## src/rtl/fir_decimator.sv

```systemverilog
// Decimating averager: one mean sample and one peak-to-peak value per 2**LOG2_DECIM inputs, queued in a 2-entry FIFO.
// Optional build macro FIR_DECIM_ROUND_EN selects round-half-up averaging instead of truncation.
module fir_decimator #(
  parameter int DATA_W     = 8,
  parameter int LOG2_DECIM = 3
) (
  input  logic              i_clock,
  input  logic              i_reset,
  input  logic              i_en,
  input  logic [DATA_W-1:0] i_data,
  output logic [DATA_W-1:0] o_data,
  output logic [DATA_W-1:0] o_p2p,
  output logic              o_valid,
  input  logic              i_ready,
  output logic              o_overrun
);

  localparam int DECIM = 1 << LOG2_DECIM;
  localparam int ACC_W = DATA_W + LOG2_DECIM;
  localparam int CNT_W = (LOG2_DECIM == 0) ? 1 : LOG2_DECIM;
  localparam logic [CNT_W-1:0] CNT_LAST = CNT_W'(DECIM - 1);
`ifdef FIR_DECIM_ROUND_EN
  localparam logic signed [ACC_W-1:0] ROUND_TERM = ACC_W'(DECIM >> 1);
`else
  localparam logic signed [ACC_W-1:0] ROUND_TERM = '0;
`endif

  logic [CNT_W-1:0]         cnt_q, cnt_d;
  logic signed [ACC_W-1:0]  acc_q, acc_d;
  logic signed [DATA_W-1:0] min_q, min_d, max_q, max_d;

  logic signed [DATA_W-1:0] din, lo, hi;
  logic signed [ACC_W-1:0]  sum, rnd;
  logic [DATA_W-1:0]        avg, p2p;
  logic                     first, last, win_done;

  assign din = $signed(i_data);

  // Window datapath: lo/hi/sum already include the current sample.
  always_comb begin
    first    = (cnt_q == '0);
    last     = (cnt_q == CNT_LAST);
    lo       = (first || din < min_q) ? din : min_q;
    hi       = (first || din > max_q) ? din : max_q;
    sum      = acc_q + ACC_W'(din);
    rnd      = sum + ROUND_TERM;
    avg      = DATA_W'(rnd >>> LOG2_DECIM);
    p2p      = DATA_W'(hi - lo);
    win_done = i_en & last;

    cnt_d = cnt_q;
    acc_d = acc_q;
    min_d = min_q;
    max_d = max_q;
    if (i_en) begin
      min_d = lo;
      max_d = hi;
      if (last) begin
        cnt_d = '0;
        acc_d = '0;
      end else begin
        cnt_d = cnt_q + 1'b1;
        acc_d = sum;
      end
    end
  end

  // Output handshake: a result transfers on every rising edge where o_valid
  // and i_ready are both 1; o_data/o_p2p hold the head until that happens.
  logic [1:0][DATA_W-1:0] dat_q, dat_d, pp_q, pp_d;
  logic                   rd_q, rd_d, wr_q, wr_d;
  logic [1:0]             count_q, count_d;
  logic                   ovr_q, ovr_d;
  logic                   push, pop, full;

  always_comb begin
    full  = (count_q == 2'd2);
    pop   = (count_q != 2'd0) & i_ready;
    push  = win_done & (!full | pop);

    dat_d = dat_q;
    pp_d  = pp_q;
    rd_d  = rd_q;
    wr_d  = wr_q;
    if (push) begin
      dat_d[wr_q] = avg;
      pp_d[wr_q]  = p2p;
      wr_d        = ~wr_q;
    end
    if (pop) begin
      rd_d = ~rd_q;
    end
    case ({push, pop})
      2'b10:   count_d = count_q + 2'd1;
      2'b01:   count_d = count_q - 2'd1;
      default: count_d = count_q;
    endcase
    ovr_d = ovr_q | (win_done & full & !pop);
  end

  always_ff @(posedge i_clock or negedge i_reset) begin
    if (!i_reset) begin
      cnt_q   <= '0;
      acc_q   <= '0;
      min_q   <= '0;
      max_q   <= '0;
      dat_q   <= '0;
      pp_q    <= '0;
      rd_q    <= 1'b0;
      wr_q    <= 1'b0;
      count_q <= 2'd0;
      ovr_q   <= 1'b0;
    end else begin
      cnt_q   <= cnt_d;
      acc_q   <= acc_d;
      min_q   <= min_d;
      max_q   <= max_d;
      dat_q   <= dat_d;
      pp_q    <= pp_d;
      rd_q    <= rd_d;
      wr_q    <= wr_d;
      count_q <= count_d;
      ovr_q   <= ovr_d;
    end
  end

  assign o_valid   = (count_q != 2'd0);
  assign o_data    = o_valid ? dat_q[rd_q] : '0;
  assign o_p2p     = o_valid ? pp_q[rd_q] : '0;
  assign o_overrun = ovr_q;

endmodule
```

## config.mk

```make
export PLATFORM = sky130hd
export DESIGN_NAME = fir_decimator
export DESIGN_NICKNAME = d
export VERILOG_FILES = /design/src/rtl/fir_decimator.sv
export SDC_FILE = /design/constraint.sdc
export NUM_CORES = 1
export LEC_CHECK = 0
export ABC_AREA = 1
export BUFFER_PORTS_ARGS = -buffer_cell sky130_fd_sc_hd__buf_2
export CAP_MARGIN = 20
export CORE_ASPECT_RATIO = 1.1
export CORE_MARGIN = 5
export CORE_UTILIZATION = 50
export CTS_CLUSTER_DIAMETER = 80
export DETAILED_ROUTE_END_ITERATION = 10
export MAX_ROUTING_LAYER = met4
export PLACE_DENSITY = 0.68
export SLEW_MARGIN = 20
export SYNTH_ARGS = -nofsm -noshare
export SYNTH_HDL_FRONTEND = slang
export SYNTH_SLANG_ARGS = --single-unit
```

## constraint.sdc

```tcl
create_clock -name i_clock -period 5.4 [get_ports i_clock]
set_clock_uncertainty 0.15 [all_clocks]
set_input_delay 1.08 -clock i_clock [delete_from_list [all_inputs] [get_ports i_clock]]
set_output_delay 1.08 -clock i_clock [all_outputs]
set_load 0.05 [all_outputs]
```

==> results.md <==
* Critical Path Start Type: input port
* Final cell utilization of the core at 0.5694
* Vias in the first global route at 3,240
* Clk Latency, worst-skew pair at 340 ps
* Port Buffers at 29
* Worst Max-Slew Pin Slew at 1039 ps
* Mapped Cells at 511
* Core region area at 7955 um2
* Wirelength, routed at 9147 um
* Final setup vio count at 0
* Mapped Nets at 561
* Count leader, synth: nand2_1
* Antenna diode instance count at 0
* Antenna Nets Post-Route at 0
* Final min period at 4011 ps
* Post-CTS Resized at 0
* Number of max-cap violations at 0
* CTS tree: done
* CTS root buf: clkbuf_8
* Row count at 34
* Die height at 105.1 um
* Post-Synth Adder-Cell Area at 0.1194
* Syn-to-layout area delta at 10.26%
* DP Area at 4307 um2
* YS warnings at 0
* WHS at 327.0 ps
* Drt pass-1 iters at 4
* Syn Std Cell Area at 4108 um2
* Largest net degree at the start of global routing at 39
* Worst min path class: reg -> reg
* CP max stage cell: fa_1
* Global-route wire length before repair at 15,520 um
* DRC viols at 0
* Total GRT Usage at 0.1994
* Fin. Hold Viols at 0
* Final period utilization at 0.7428
* Worst-path clk slew at 80 ps
* Reg2reg setup slack at 1920 ps
* DR vias/cell at 5.260
* CP max FO at 16
* Synth Area in XOR/XNOR at 0.02985
* Main combinational cell family by area after synthesis: simple AND/OR/NAND/NOR gates
* Simple-gate share of the synthesized area at 0.2001
* Placer Congestion at 0.8950
* Top FF cell, synth: dfrtp_1
* CTS Hold Bufs at 0
* Synth area leader: dfrtp_1
* Outcome: complete, no violations
* Design Area, Final at 4529 um2
* Synth cell types at 36
* Critical-path cell list: buf_2 > ha_1 > a21oi_1 > o21a_1 > nand2_1 > nand2_2 > nand3_4 > nand2_1 > o21ai_2 > ha_1 > fa_1 > o21ai_0 > a21oi_1 > o21ai_0 > xnor2_1 > o21ai_0
* Post-synthesis sequential area ratio at 0.4082
* Crit path top cell by count: o21ai_0
* Slew HR at 0.3049
* Worst Setup End Kind: flip-flop
* Worst path max stage delay at 410 ps
* DR WL/cell at 14.09 um
* # nets final at 586
* CP Data Arrival Time at 4050 ps
* HPWL after DPL at 6550 um
* Clock tree buffer depth at 2
* Synth top cells by count: nand2_1 (155), dfrtp_1 (67), o21ai_0 (60)
* Type of the worst setup path: in -> reg
* # Post-CTS Setup Buffers at 0
* Detailed-route via count at 3,414
* CTS buffer count at 9
* EDFF count, synth at 0
* Clk sink count at 67
* Compound-gate portion of the synthesized area at 0.1733
* Fin. max-slew vios at 0
* RSZ-0062 raised after global routing: false
* Post-synthesis register bit count at 67
* Fin Setup TNS at 0 ps
* Highest clock rate at 249.3 MHz
* Syn Area/Cell at 8.039 um2
* H-tree depth at 3
* Ports at 30
* Initial antenna violation count at 0
* Die W at 96.42 um
* Ratio of cells with drive above 1 in the final layout at 0.1331
* Mux cell area share after synthesis at 0
* Top post-synthesis cells by area: dfrtp_1 (41%), nand2_1 (14%), ha_1 (11%)
* Die ar. at 10,130 um2
* Initial Util at 0.5164
* Crit path required time at 5440 ps
* Total gr overflow at 0
* Area share of the largest cell type after synthesis at 0.4082
* Post-synth ARST share at 1.000
* Drt initial violations at 192
[cells by family (layout without fill, tap and decap cells)]
family	count (synthesis)	after routing
adder cells (fa/ha/maj)	38	38
AND/OR/NAND/NOR	198	198
flip-flops	67	67
AO/OA/AOI/OAI	126	126
buffers and inverters	68	98
XOR/XNOR	14	14
[cell usage in the layout (no fill, tap or decap), types with 2 or more instances in the layout]
cell / instances
nand2_1: 155
dfrtp_1: 67
o21ai_0: 60
inv_1: 51
a21oi_1: 37
ha_1: 36
buf_2: 29
nor2_1: 13
nand3_1: 13
o21ai_2: 9
xnor2_1: 9
clkbuf_8: 9
o21ai_1: 6
xor2_1: 5
nor2_2: 4
a21oi_2: 4
nand4_1: 3
nand2_2: 3
o2111ai_1: 2
or2_2: 2
a32o_1: 2
fa_1: 2
inv_6: 2
bufinv_16: 2
[worst max-delay path, delay by kind of cell]
kind,cells,cell delay (ps)
buffers and inverters,1,180
xor gates and xnor gates,1,160
AOI/OAI and AO/OA,7,1090
and+or+nand+nor,4,510
adders and majority gates,3,1000
[through the flow]
step                setup WS [ps]  std cells
finish                       1389        649
global route                 1056        649
CTS                          1399        649
detailed placement           1036        633
global placement             1171        633
floorplan                    1513        511
[state kept, by name, indices dropped and copies added, names as in the netlist]
name,count
count_q,2
wr_q,1
cnt_q,3
pp_q,16
acc_q,11
min_q,8
rd_q,1
dat_q,16
o_overrun,1
max_q,8
[path summary, 6_finish.rpt]
| path | end | cells after the start | startpoint |
|---|---|---|---|
| setup reg to reg | pp_q[14] | 18 | max_q[7] |
| min in group asynchronous | pp_q[12] | 1 | i_reset |
| hold reg to reg | o_overrun | 1 | o_overrun |
| setup / recovery | pp_q[14] | 16 | i_data[7] |
| max in group asynchronous | acc_q[6] | 2 | i_reset |
| hold / removal | o_overrun | 1 | o_overrun |
[cell type report]
| type | instances | area, um2 |
|---|---|---|
| inverter | 52 | 195.2 |
| sequential | 67 | 1677 |
| tap | 108 | 135.1 |
| clock buffer | 9 | 123.9 |
| fill | 751 | 3426 |
| clock inverter | 7 | 98.84 |
| timing repair buffer | 30 | 152.6 |
| multi-input combinational | 376 | 2147 |
[per-layer routing]
metal	global-route usage	wire, um
met1	0.2810	4474
met4	0.03908	112
met3	0.04745	308
met5	-	0
met2	0.2945	4252
Power is left out: the tool's default activity adds up to more than one toggle a clock period on the data nets, which glitch-free logic cannot reach.
